**config.mk**
```make
export PLATFORM = sky130hd
export DESIGN_NAME = gf_syndrome_acc
export DESIGN_NICKNAME = d
export VERILOG_FILES = /design/src/rtl/gf_syndrome_acc.sv
export SDC_FILE = /design/constraint.sdc
export NUM_CORES = 1
export LEC_CHECK = 0
export BUFFER_PORTS_ARGS = -buffer_cell sky130_fd_sc_hd__buf_2
export CAP_MARGIN = 20
export CORE_ASPECT_RATIO = 1.25
export CORE_MARGIN = 4
export CORE_UTILIZATION = 58
export DETAILED_ROUTE_END_ITERATION = 6
export PLACE_DENSITY = 0.8
export SETUP_SLACK_MARGIN = 0.3
export SLEW_MARGIN = 20
export SYNTH_ARGS = -nofsm -noshare
export SYNTH_HDL_FRONTEND = slang
export SYNTH_SLANG_ARGS = --single-unit
```
**constraint.sdc**
```tcl
create_clock -name clock -period 2.4 [get_ports clock]
set_input_delay 0.12 -clock clock [delete_from_list [all_inputs] [get_ports clock]]
set_output_delay 0.12 -clock clock [all_outputs]
set_load 0.03 [all_outputs]
```
**src/rtl/gf_syndrome_acc.sv**
```systemverilog
// Parallel GF(2^M) syndrome accumulator: Horner evaluation of a received codeword
// at alpha^1..alpha^LANES, with a valid/ready result handshake to the key-equation solver.
module gf_syndrome_acc #(
    parameter int             M     = 5,
    parameter logic [M-1:0]   POLY  = 5'b00101,
    parameter int             LANES = 4,
    parameter int             N_SYM = 31,
    parameter int             CW    = 5
) (
    input  logic                 clock,
    input  logic                 reset_n,
    input  logic [M-1:0]         sym_in,
    input  logic                 sym_valid,
    input  logic                 sym_first,
    input  logic                 sym_last,
    output logic                 sym_ready,
    output logic [LANES*M-1:0]   synd_out,
    output logic                 synd_valid,
    input  logic                 synd_ready,
    output logic                 synd_zero,
    output logic                 len_err
);

    typedef enum logic [1:0] {IDLE, ACC, HOLD} state_t;

    state_t state, state_next;

    logic [LANES-1:0][M-1:0] acc, acc_next;
    logic [CW-1:0]           count, count_inc, count_next;
    logic                    accept, start, step, load, done, release_hs;

    // Multiply by x, reducing by the primitive polynomial (x^M is implied).
    function automatic logic [M-1:0] xtime(input logic [M-1:0] a);
        return {a[M-2:0], 1'b0} ^ (a[M-1] ? POLY : '0);
    endfunction

    function automatic logic [M-1:0] gf_mul(input logic [M-1:0] a, input logic [M-1:0] b);
        logic [M-1:0] r;
        logic [M-1:0] t;
        r = '0;
        t = a;
        for (int i = 0; i < M; i++) begin
            if (b[i]) r = r ^ t;
            t = xtime(t);
        end
        return r;
    endfunction

    function automatic logic [M-1:0] alpha_pow(input int e);
        logic [M-1:0] p;
        p = M'(1);
        for (int i = 0; i < e; i++) p = xtime(p);
        return p;
    endfunction

    assign accept     = sym_valid && sym_ready;
    assign start      = accept && sym_first;
    assign step       = accept && !sym_first && (state == ACC);
    assign load       = start || step;
    assign done       = load && sym_last;
    assign release_hs = synd_valid && synd_ready;

    // A first-flagged symbol always restarts, discarding any partial frame.
    for (genvar l = 0; l < LANES; l++) begin : g_lane
        localparam logic [M-1:0] ALPHA = alpha_pow(l + 1);
        assign acc_next[l] = start ? sym_in : (gf_mul(acc[l], ALPHA) ^ sym_in);
    end

    assign count_inc  = (count == {CW{1'b1}}) ? count : count + 1'b1;
    assign count_next = start ? CW'(1) : count_inc;

    always_ff @(posedge clock or negedge reset_n) begin
        if (!reset_n) state <= IDLE;
        else          state <= state_next;
    end

    always_comb begin
        state_next = state;
        case (state)
            IDLE, ACC: if (load) state_next = done ? HOLD : ACC;
            HOLD:      if (synd_ready) state_next = IDLE;
            default:   state_next = IDLE;
        endcase
    end

    always_comb begin
        sym_ready  = (state != HOLD);
        synd_valid = (state == HOLD);
    end

    always_ff @(posedge clock or negedge reset_n) begin
        if (!reset_n) begin
            acc       <= '0;
            count     <= '0;
            synd_out  <= '0;
            synd_zero <= 1'b0;
            len_err   <= 1'b0;
        end else begin
            if (load) begin
                acc   <= acc_next;
                count <= count_next;
            end else if (release_hs) begin
                acc   <= '0;
                count <= '0;
            end
            // Results are captured once per frame and held through the handshake.
            if (done) begin
                synd_out  <= acc_next;
                synd_zero <= (acc_next == '0);
                len_err   <= (count_next != CW'(N_SYM));
            end
        end
    end

endmodule
```
==> results of run 1 <==
==> worst paths after layout <==
kind,start,endpoint,slack (ps)
max reg2reg,acc[16],synd_zero,300
min,synd_ready,state[1],30
max,acc[16],synd_zero,300
max in group asynchronous,reset_n,acc[13],1600
min in group asynchronous,reset_n,acc[14],220
min reg2reg,synd_out[12],synd_out[12],500
==> layer usage <==
layer  part of all wire, %  vias up  GRT usage, %
met1                    43     1220          29.4
met2                    51       72          40.5
met5                     0        -             0
met4                   1.7        0          7.69
met3                   4.4       12          2.66
li1                      -     1227             -
==> cell families after synthesis <==
family / share of synthesized area, %
XOR/XNOR: 13.4
AO/OA/AOI/OAI: 21.1
multiplexers: 0.345
flip-flops: 42.3
AND/OR/NAND/NOR: 17.9
buffers and inverters: 4.57
adder cells (fa/ha/maj): 0.432
==> stage by stage <==
stage	hold WS, ps	cells
2_1_floorplan	-176	332
4_1_cts	34.4	423
6_report	34.1	428
3_3_place_gp	18.4	413
5_1_grt	35.9	428
3_5_place_dp	27.7	413
==> state kept, by name, summed over array words and instances (netlist names) <==
signal and count:
len_err 1, synd_zero 1, acc 20, state 2, count 5, synd_out 20
==> report_power, final <==
part	total [mW]	internal, mW	switching [mW]
clock network	0.492	0.202	0.290
registers	1.54	1.18	0.361
logic	2.41	1.00	1.41
==> final cells by class <==
class,count,area [µm²]
clock buffer,5,68.8
clock inverter,3,17.5
fill,412,1510
inverter,7,28.8
multi-input combinational,252,1570
sequential,49,1230
tap,60,75.1
timing repair buffer,52,308
==> Yosys cell counts, types with 2 or more instances <==
cell and n:
a21oi_1 30, a221o_1 4, a22o_1 3, a31oi_1 7
buf_2 4, buf_4 3, clkbuf_1 17, dfrtp_1 49
inv_1 6, nand2_1 38, nand2b_1 2, nand3_1 7
nand4_1 2, nor2_1 38, nor3_1 4, nor3b_1 3
nor4b_1 3, nor4bb_1 3, o21ai_0 26, o21ai_1 11
o221ai_1 2, o22ai_1 3, o31ai_1 2, or3_1 2
or4b_1 2, xnor2_1 21, xor2_1 15
==> what timing repair did <==
action	in CTS	in global routing
hold buffers	1	0
buffers inserted	1	5
setup endpoints to repair	1	4
gates resized for setup	3	5
pin swaps	0	1
cloned	0	0
hold endpoints to repair	11	0
==> worst register-to-register path, cell delays in order (launching register included) <==
cell and delay (ps):
dfrtp_2 450, xor2_2 210, or4b_1 450, a21oi_1 170, o221ai_1 130, or4b_1 500, o2bb2ai_2 130
==> metrics.md, run 1 <==
| Metric | Value |
|---|---|
| Run status | `finished, final reports clean` |
| Post-layout minimum cycle time | `about 2100 ps` |
| Number of global-route vias before repair | `2393` |
| Routed via count divided by cell count | `5.91` |
| Initial DRC count | `182` |
| # DRC | `0` |
| Critical path arrival | `2350 ps` |
| Final WS setup | `295 ps` |
| TritonCTS clock tree | `built` |
| Crit start category | `flip-flop` |
| Nets | `379` |
| Distinct cell type count after synthesis | `52` |
| Crit-path slowest cell | `or4b_1` |
| Clock sink count | `between 40 and 50` |
| Netlist area before placement | `0.00290 mm²` |
| Share of Yosys cell area claimed by the top area cell type | `42.3%` |
| Initial antenna violation count | `0` |
| Worst setup slack before clock tree synthesis | `~270 ps` |
| Port Buffers | `34` |
| Number of placed I/O pins | `35` |
| Antenna viol nets, final | `0` |
| Placed cell areas | `approximately 0.0031 mm²` |
| DIE AREA | `0.00620 mm²` |
| Post-route setup TNS | `0 ps` |
| Worst-case reg-to-reg path depth | `6` |
| GRT Residual Overflow | `0` |
| Worst rel slew slack | `63.6%` |
| Final setup viols | `0` |
| Slew at the pin with the worst max-slew slack | `542 ps` |
| Avg WL per Cell | `15.8 µm` |
| Number of slew-limit violations in the final report | `0` |
| Master cell of the clock root buffer | `clkbuf_8` |
| Routed via count | `2531` |
| CTS Buffer Depth | `2` |
| Leading cell type in the layout, fill and taps excluded | `dfrtp_1` |
| Fraction of registers with async set/reset | `100%` |
| Leading register cell type out of synthesis | `dfrtp_1` |
| P per Cell Area | `~1400 mW/mm²` |
| Synthesis-stage register bit count | `49` |
| Fraction of the yosys area taken by sequential cells | `42.3%` |
| Mean instance size in the synthesized netlist | `8.73 µm²` |
| Count of standard-cell rows | `28` |
| Crit path max-delay family | `simple AND/OR/NAND/NOR gates` |
| Number of cells produced by synthesis | `332` |
| TritonCTS buffer count | `5` |
| Number of synthesized flops with an enable pin | `0` |
| Syn Nets | `344` |
| Max-cap violations | `0` |
| Kind of capture point of the worst setup path | `flip-flop` |
| Critical path data required time | `between 2000 and 3000 ps` |
| Slowest cell delay on critical path | `500 ps` |
| Overall power after layout | `4.45 mW` |
| Number of iterations in the first detailed-routing pass | `4` |
| Level count of the clock H-tree | `2` |
| Total routing usage reported by global routing | `23.0%` |
| Crit path kind | `flip-flop to flip-flop` |
| Diodes inserted | `0` |
| Peak ir drop on the vdd network | `0.735 mV` |
| Instance count along the most critical hold path | `2` |
| Clock network latency to the later pin of the worst-skew pair | `approximately 310 ps` |
| Maximum clock skew at final layout | `9.50 ps` |
| Half-perimeter wire length after placement | `4660 µm` |
| Final hold violation count | `0` |
| Leak Pwr | `1.40 nW` |
| Critical path depth | `6` |
| Most common cell type on the critical path | `or4b_1` |
| Height of the die | `87.0 µm` |
| Final WL | `between 6000 and 7000 µm` |
| Cell taking the most area after synthesis | `dfrtp_1` |
| Highest attainable clock frequency | `between 400 and 500 MHz` |
| Buffers plus inverters on the worst setup path | `0` |
| Final core occ | `68.6%` |
| Worst-path cell chain | `xor2_2 -> or4b_1 -> a21oi_1 -> o221ai_1 -> or4b_1 -> o2bb2ai_2` |
| Initial Utilization | `60.4%` |
| Synth area leaders | `dfrtp_1 42%, xnor2_1 6.3%, a21oi_1 5.2%` |
| Final standard cell area without fillers | `0.00329 mm²` |
| Area growth from synthesis to layout | `13.6%` |
| Unrepaired setup endpoints after global routing | `true` |
| Wire length of the first global-routing pass | `11500 µm` |
| Die span in x | `71.2 µm` |
| Clock slew at reported path FFs | `about 100 ps` |
| RD Place Congestion | `0.926` |
| Type of the tightest min-delay check | `input pin to flip-flop` |
| Top fanout value on the critical path | `4` |
| Fraction of the cycle the final worst path needs | `87.7%` |
| Commonest non-fill, non-tap cells in the layout | `46 x dfrtp_1, 38 x nand2_1, 37 x nor2_1` |
| Floorplan Core Area | `0.00480 mm²` |
| Fraction of layout cells with a size suffix above 1 | `between 10% and 20%` |
| Pin count of the biggest net entering global routing | `45` |
| Total number of yosys warnings | `0` |
No activity file was read; power rests on OpenSTA's default activity.
==> run 2, diff against run 1 <==
--- a/config.mk
+++ b/config.mk
@@ -5,13 +5,14 @@
 export SDC_FILE = /design/constraint.sdc
 export NUM_CORES = 1
 export LEC_CHECK = 0
+export ABC_AREA = 1
 export BUFFER_PORTS_ARGS = -buffer_cell sky130_fd_sc_hd__buf_2
 export CAP_MARGIN = 20
 export CORE_ASPECT_RATIO = 1.25
 export CORE_MARGIN = 4
-export CORE_UTILIZATION = 58
+export CORE_UTILIZATION = 57
 export DETAILED_ROUTE_END_ITERATION = 6
-export PLACE_DENSITY = 0.8
+export PLACE_DENSITY = 0.79
 export SETUP_SLACK_MARGIN = 0.3
 export SLEW_MARGIN = 20
 export SYNTH_ARGS = -nofsm -noshare
==> run 2 against run 1 <==
First-iteration DRC count shrank 4.9%. Routed wire length shrank 11%. Flip-flop and latch count unchanged. Combinational power fell by 22%. Clock power decreased by 3%. Register-to-register slack improved by 260 ps. Sequential power down 10%. Synthesized area down 9.0%. Maximum frequency up 14%. Cell area decreased by 12%. Core utilization fell by 3.1 points.
==> metrics.md, run 2 <==
| Metric | Value |
|---|---|
| Crit-path slowest cell | `dfrtp_1` |
| Master cell of the clock root buffer | `clkbuf_8` |
| Final Hold Slack | `34.4 ps (+0.242 ps)` |
| TritonCTS clock tree | `built` |
| Routed via count | `2347 (-7.3%)` |
| Leading post-synthesis cells by instance count | `126 x nand2_1, 49 x dfrtp_1, 43 x inv_1` |
| Sequential cell area | `0.00123 mm² (-0.30%)` |
| Synthesis-stage register bit count | `49 (unchanged)` |
| Total routing usage reported by global routing | `23.6% (+0.51 points)` |
| Largest family of logic cells by synthesized area | `simple AND/OR/NAND/NOR gates` |
| Cell taking the most area after synthesis | `dfrtp_1` |
| Fraction of the yosys area taken by sequential cells | `46.5% (+4.2 points)` |
| Type of the tightest min-delay check | `input pin to flip-flop` |
| Final WL | `6020 µm (-11%)` |
| Worst rel slew slack | `59.8% (-3.8 points)` |
| Max-cap violations | `0 (unchanged)` |
| Leading register cell type out of synthesis | `dfrtp_1` |
| Initial antenna violation count | `0 (unchanged)` |
| Die span in x | `68.9 µm (-3.3%)` |
| Largest registers | `acc x20, synd_out x20, count x5` |
| Level count of the clock H-tree | `2 (unchanged)` |
| Initial Utilization | `59.6% (-0.77 points)` |
| Arithmetic-cell share of the synthesized area counting full adders, half adders and majority gates | `0.474% (+0.043 points)` |
| Number of synthesized flops with an enable pin | `0 (unchanged)` |
| Fraction of power spent switching nets | `47.5% (+1.1 points)` |
| Crit path kind | `flip-flop to flip-flop` |
| P per Cell Area | `1290 mW/mm² (-4.5%)` |
| Final hold violation count | `0 (unchanged)` |
| Pin count of the biggest net entering global routing | `50 (+11%)` |
| Wire length of the first global-routing pass | `10500 µm (-8.9%)` |
| Peak ir drop on the vdd network | `0.703 mV (-4.4%)` |
| Overall power after layout | `3.74 mW (-16%)` |
| Port Buffers | `34 (unchanged)` |
| Number of setup buffers added after CTS | `0 (-1)` |
| Leak Pwr | `1.60 nW (+14%)` |
| Synthesized-area fraction occupied by xor and xnor cells | `0.664% (-13 points)` |
| Slowest cell delay on critical path | `370 ps (-130 ps)` |
| Total number of yosys warnings | `0 (unchanged)` |
| DP Cell Count | `438 (+6.1%)` |
| Post-layout minimum cycle time | `1850 ps (-256 ps)` |
| Commonest non-fill, non-tap cells in the layout | `126 x nand2_1, 49 x dfrtp_1, 43 x inv_1` |
| CTS Hold Bufs | `1 (unchanged)` |
| Post-CTS sizing | `0 (-3)` |
| Clock network latency to the later pin of the worst-skew pair | `300 ps (about the same)` |
| Unrepaired setup endpoints after global routing | `false` |
| Kind of capture point of the worst setup path | `flip-flop` |
| Fraction of layout cells with a size suffix above 1 | `15.4% (-3.9 points)` |
| Number of iterations in the first detailed-routing pass | `4 (unchanged)` |
| Highest attainable clock frequency | `541 MHz (+14%)` |
| RD Place Congestion | `0.855 (-7.7%)` |
| Top fanout value on the critical path | `36 (+32)` |
| Leading cell type in the layout, fill and taps excluded | `nand2_1` |
| Number of placed I/O pins | `35 (unchanged)` |
| Avg WL per Cell | `13.5 µm (-15%)` |
| CTS Buffer Depth | `2 (unchanged)` |
| Total area of multi-input combinational cells | `0.00113 mm² (-27%)` |
| Combinational share of power | `50.3% (-4.0 points)` |
| Critical path data required time | `2600 ps (-50 ps)` |
| Run status | `finished, final reports clean` |
| Syn Nets | `367 (+6.7%)` |
| Fraction of registers with async set/reset | `100% (unchanged)` |
| Simple-gate portion of the synthesized area | `29.9% (+12 points)` |
| Diodes inserted | `0 (unchanged)` |
| # DRC | `0 (unchanged)` |
| Netlist area before placement | `0.00264 mm² (-9.0%)` |
| Number of global-route vias before repair | `2334 (-2.5%)` |
| Synth area leaders | `dfrtp_1 46%, nand2_1 18%, inv_1 6.1%` |
| Half-perimeter wire length after placement | `4440 µm (-4.8%)` |
| Mean instance size in the synthesized netlist | `7.43 µm² (-15%)` |
| Clock power share | `12.8% (+1.7 points)` |
| Slew at the pin with the worst max-slew slack | `603 ps (+60.7 ps)` |
| Distinct cell type count after synthesis | `28 (-46%)` |
| Filler cells | `405 (-1.7%)` |
| DIE AREA | `0.00579 mm² (-6.6%)` |
| Compound-cell area share of the yosys netlist | `12.0% (-9.1 points)` |
| Post-route setup TNS | `0 ps (unchanged)` |
| Critical path arrival | `2050 ps (-300 ps)` |
| Number of cells produced by synthesis | `355 (+6.9%)` |
| Count of standard-cell rows | `27 (-3.6%)` |
| Floorplan Core Area | `0.00443 mm² (-7.8%)` |
| GRT Residual Overflow | `0 (unchanged)` |
| Routed via count divided by cell count | `5.25 (-11%)` |
| Clock slew at reported path FFs | `90 ps (about the same)` |
| Crit start category | `flip-flop` |
| Final setup viols | `0 (unchanged)` |
| Cell with the most instances after synthesis | `nand2_1` |
| Mux contribution to synthesized area | `0% (-0.35 points)` |
| Antenna viol nets, final | `0 (unchanged)` |
| Fraction of the cycle the final worst path needs | `77.1% (-11 points)` |
| Final core occ | `65.5% (-3.1 points)` |
| Final cell count without fillers | `447 (+4.4%)` |
| Net Sw Power | `1.78 mW (-14%)` |
| Area growth from synthesis to layout | `9.91%` |
| Initial DRC count | `173 (-4.9%)` |
| Height of the die | `84.1 µm (-3.4%)` |
| Portion of total power attributed to sequential cells | `36.9% (+2.3 points)` |
| Cell-internal power | `1.97 mW (-18%)` |
| Maximum clock skew at final layout | `7.32 ps (-2.18 ps)` |
| TritonCTS buffer count | `5 (unchanged)` |
| Clock sink count | `49 (unchanged)` |
| Worst-path cell chain | `inv_1 -> nand2_4 -> nand2_8 -> nand2_2 -> nand2_2 -> inv_2 -> or2_1 -> nand2_1 -> inv_1` |
| Nets | `400 (+5.5%)` |
| Number of slew-limit violations in the final report | `0 (unchanged)` |
| Share of Yosys cell area claimed by the top area cell type | `46.5% (+4.2 points)` |
[run 2: cell types whose count changed after synthesis, moves of 6 or more]
cell | before | now
nand3_1 | 7 | 18
o22ai_1 | 3 | 11
nand2_1 | 38 | 126
xnor2_1 | 21 | 0
inv_1 | 6 | 43
a31oi_1 | 7 | 0
clkbuf_1 | 17 | 1
a21oi_1 | 30 | 1
buf_6 | 0 | 6
xor2_1 | 15 | 2
[run 2: final timing paths]
kind                               from           end  slack [ps]  cells after the start
setup / recovery               state[0]       len_err         550                      9
hold / removal               synd_ready      state[1]          30                      2
setup reg to reg               state[0]       len_err         550                      9
hold reg to reg            synd_out[14]  synd_out[14]         490                      2
max in group asynchronous       reset_n      count[2]        1550                      3
min in group asynchronous       reset_n        acc[1]         420                      3
[run 2: kinds of logic (layout without fill, tap and decap cells)]
kind of cell,after synthesis,in the layout
DFF,49,49
buffers and inverters,59,93
adders and majority gates,1,1
AOI/OAI and AO/OA,53,53
and+or+nand+nor,191,191
xor gates and xnor gates,2,2
[run 2: stage by stage]
step                area [µm²]  setup slack, ps
floorplan                 2640              926
global placement          2800              640
detailed placement        2800              544
CTS                       2900              535
global route              2900              352
finish                    2900              551
[run 2: cell type report]
class / count / share of cell area [%]
Multi-Input combinational cell: 247 / 39.1
Sequential cell: 49 / 42.3
Clock buffer: 6 / 2.50
Clock inverter: 2 / 0.518
Inverter: 47 / 6.08
Timing Repair Buffer: 38 / 6.99
Tap cell: 58 / 2.50
[run 2: power by group through the flow]
| stage | clock network (mW) | logic [mW] | registers [mW] |
|---|---|---|---|
| global route | 0.533 | 2.13 | 1.43 |
| detailed placement | 0 | 1.88 | 1.40 |
| CTS | 0.488 | 1.89 | 1.38 |
| finish | 0.478 | 1.88 | 1.38 |
| global placement | 0 | 1.84 | 1.39 |
| floorplan | 0 | 1.16 | 1.67 |
[run 2: worst max-delay path: cells and delay by family (launching register included)]
kind / cells / cell delay [ps]
buffers and inverters: 3 / 290
DFF: 1 / 370
and+or+nand+nor: 6 / 1080
[run 2: per-layer routing]
metal | routed length [µm] | vias to the layer above | part of all wire [%] | GRT usage [%]
li1 | - | 1175 | - | -
met1 | 2500 | 1078 | 42 | 30.4
met2 | 2950 | 73 | 49 | 37.2
met5 | 0 | - | 0 | 0
met4 | 238 | 0 | 4.0 | 11.0
met3 | 333 | 21 | 5.5 | 4.31
==> run 3, diff against run 2 <==
--- a/config.mk
+++ b/config.mk
@@ -10,9 +10,9 @@
 export CAP_MARGIN = 20
 export CORE_ASPECT_RATIO = 1.25
 export CORE_MARGIN = 4
-export CORE_UTILIZATION = 57
+export CORE_UTILIZATION = 52
 export DETAILED_ROUTE_END_ITERATION = 6
-export PLACE_DENSITY = 0.79
+export PLACE_DENSITY = 0.76
 export SETUP_SLACK_MARGIN = 0.3
 export SLEW_MARGIN = 20
 export SYNTH_ARGS = -nofsm -noshare
==> constraint.sdc (replaced) <==
create_clock -name clock -period 1.7 [get_ports clock]
set_input_delay 0.085 -clock clock [delete_from_list [all_inputs] [get_ports clock]]
set_output_delay 0.085 -clock clock [all_outputs]
set_load 0.03 [all_outputs]
==> run 3 against run 2 <==
Combinational power increased by 76%. Routed wire length increased by 21%. Hold slack improved by 98 ps. Largest cell class is now multi-input combinational cells. Critical endpoint is now synd_zero.
==> metrics.md, run 3 (synthesized netlist as in run 2, its figures left out) <==
| Metric | Value |
|---|---|
| Final setup viols | `0 (unchanged)` |
| Fraction of layout cells with a size suffix above 1 | `28.3% (+13 points)` |
| Antenna viol nets, final | `0 (unchanged)` |
| Diodes inserted | `0 (unchanged)` |
| Worst rel slew slack | `63.0% (+3.2 points)` |
| End of the worst register-to-register path | `synd_zero` |
| Setup slack, reg-to-reg | `200 ps (-350 ps)` |
| Pin count of the biggest net entering global routing | `29 (-42%)` |
| Height of the die | `87.6 µm (+4.3%)` |
| Crit-path slowest cell | `dfrtp_1` |
| Source of the worst register-to-register timing path | `state[0]` |
| Post-layout minimum cycle time | `1500 ps (-346 ps)` |
| Cell-internal power | `3.30 mW (+68%)` |
| Crit path kind | `flip-flop to flip-flop` |
| Level count of the clock H-tree | `2 (unchanged)` |
| Fraction of the cycle the final worst path needs | `88.4% (+11 points)` |
| Clock sink count | `49 (unchanged)` |
| Final WS setup | `197 ps (-354 ps)` |
| Clock slew at reported path FFs | `90 ps (about the same)` |
| Highest signal layer in the routed design | `met4` |
| Buffers plus inverters on the worst setup path | `2 (-1)` |
| Instance count along the most critical hold path | `3 (+1)` |
| Final WL | `7280 µm (+21%)` |
| Leak Pwr | `1.81 nW (+13%)` |
| Critical path data required time | `1940 ps (-660 ps)` |
| Wire length of the first global-routing pass | `11600 µm (+11%)` |
| Final hold violation count | `0 (unchanged)` |
| Master cell of the clock root buffer | `clkbuf_8` |
| Floorplan Core Area | `0.00483 mm² (+9.2%)` |
| Run status | `finished, final reports clean` |
| Post-route setup TNS | `0 ps (unchanged)` |
| Number of slew-limit violations in the final report | `0 (unchanged)` |
| Wire length the detailed router placed on met1 | `2840 µm (+14%)` |
| WL met2 | `3740 µm (+27%)` |
| Final standard cell area without fillers | `0.00337 mm² (+16%)` |
| RD Place Congestion | `0.911 (+6.6%)` |
| Nets | `425 (+6.3%)` |
| DP Cell Count | `443 (+1.1%)` |
| Unrepaired setup endpoints after global routing | `true` |
| Fraction of power spent switching nets | `46.2% (-1.3 points)` |
| Highest attainable clock frequency | `665 MHz (+23%)` |
| Routed via count divided by cell count | `5.41 (+3.1%)` |
| Met3 wire len | `565 µm (+70%)` |
| Clock power share | `14.2% (+1.4 points)` |
| Max-cap violations | `0 (unchanged)` |
| Commonest non-fill, non-tap cells in the layout | `113 x nand2_1, 48 x dfrtp_1, 41 x inv_1` |
| Count of standard-cell rows | `28 (+3.7%)` |
| Slowest cell delay on critical path | `390 ps (+20 ps)` |
| DIE AREA | `0.00629 mm² (+8.6%)` |
| Avg WL per Cell | `15.4 µm (+14%)` |
| Clock network latency to the later pin of the worst-skew pair | `300 ps (about the same)` |
| Portion of total power attributed to sequential cells | `31.8% (-5.1 points)` |
| Net Sw Power | `2.83 mW (+60%)` |
| Worst-case reg-to-reg path depth | `11 (+2)` |
| Maximum clock skew at final layout | `5.82 ps (-1.50 ps)` |
| Kind of capture point of the worst setup path | `flip-flop` |
| Peak ir drop on the vdd network | `1.18 mV (+68%)` |
| Largest registers | `acc x20, synd_out x20, count x5` |
| CTS Buffer Depth | `2 (unchanged)` |
| Die span in x | `71.7 µm (+4.2%)` |
| TritonCTS buffer count | `5 (unchanged)` |
| Most common cell type on the critical path | `nand2_1` |
| P per Cell Area | `1820 mW/mm² (+41%)` |
| Initial DRC count | `186 (+7.5%)` |
| Number of global-route vias before repair | `2539 (+8.8%)` |
| Combinational share of power | `54.0% (+3.7 points)` |
| Area growth from synthesis to layout | `27.5%` |
| Routed via count | `2566 (+9.3%)` |
| # DRC | `0 (unchanged)` |
| Number of iterations in the first detailed-routing pass | `4 (unchanged)` |
| Leading cell type in the layout, fill and taps excluded | `nand2_1` |
| Placed cell areas | `0.00285 mm² (+1.6%)` |
| Initial Utilization | `54.6% (-5.0 points)` |
| Half-perimeter wire length after placement | `4870 µm (+9.6%)` |
| Worst-path cell chain | `inv_2 -> nand2_8 -> nand2_8 -> inv_2 -> nand2_1 -> nand2_1 -> nor2_1 -> nand2_1 -> nor2_2 -> nand3_2 -> nand2_1` |
| Critical path arrival | `1750 ps (-300 ps)` |
| Number of placed I/O pins | `35 (unchanged)` |
| Worst setup slack before clock tree synthesis | `36.3 ps (-508 ps)` |
| Hold-critical path endpoint | `count[4]` |
| Crit start category | `flip-flop` |
| Final core occ | `69.6% (+4.1 points)` |
| Initial antenna violation count | `0 (unchanged)` |
| Port Buffers | `34 (unchanged)` |
| Top fanout value on the critical path | `6 (-83%)` |
| Final cell count without fillers | `474 (+6.0%)` |
| Slew at the pin with the worst max-slew slack | `556 ps (-47.3 ps)` |
| GRT Residual Overflow | `0 (unchanged)` |
| Total routing usage reported by global routing | `23.5% (-0.027 points)` |
| Critical hold path startpoint | `sym_valid` |
| TritonCTS clock tree | `built` |
| Crit path max-delay family | `simple AND/OR/NAND/NOR gates` |
| Type of the tightest min-delay check | `input pin to flip-flop` |
## run 3: cell type report
type                    instances  area, µm²
fillers                       398       1470
multi-input cells             249       1320
flip-flops and latches         49       1230
repair buffers                 61        445
inverters                      47        185
clock buffers                   7       86.3
well taps                      60       75.1
clock inverters                 1       30.0
## run 3: worst max path at each step
stage	from	to	slack, ps	depth (start not counted)
2_1_floorplan	state[1]	acc[4]	310	6
3_3_place_gp	state[0]	synd_zero	100	12
3_5_place_dp	state[0]	acc[10]	40	7
4_1_cts	state[0]	synd_zero	220	12
5_1_grt	state[0]	synd_zero	60	12
6_report	state[0]	synd_zero	200	11
## run 3: metrics by stage
stage | hold WS [ps] | total power, mW
3_5_place_dp | 107 | 4.69
5_1_grt | 126 | 6.54
3_3_place_gp | 89.0 | 4.59
2_1_floorplan | -211 | 4.01
6_report | 132 | 6.13
4_1_cts | 126 | 5.80
## run 3: per-layer routing
layer / GRT usage, % / vias to the layer above
met4: 10.1 / 0
met5: 0 / -
met3: 4.13 / 16
met2: 41.1 / 107
li1: - / 1234
met1: 28.5 / 1209
## run 3: power groups by stage
stage	Sequential, mW	Combinational, mW	Clock [mW]
4_1_cts	1.95	2.97	0.877
2_1_floorplan	2.35	1.65	0
3_3_place_gp	1.96	2.64	0
6_report	1.95	3.31	0.868
5_1_grt	2.00	3.61	0.929
3_5_place_dp	1.97	2.72	0
## run 3: timing repair
action,CTS,global route
pin swaps,4,10
hold buffers,2,0
gates cloned,2,1
endpoints found under the hold margin,22,0
endpoints found under the setup margin,47,33
buffers inserted,9,9
gates resized for setup,16,41
## run 3: tightest hold or removal path, cell delays in order
cell and delay (ps):
buf_2 120, nand2_2 90, o22ai_1 100
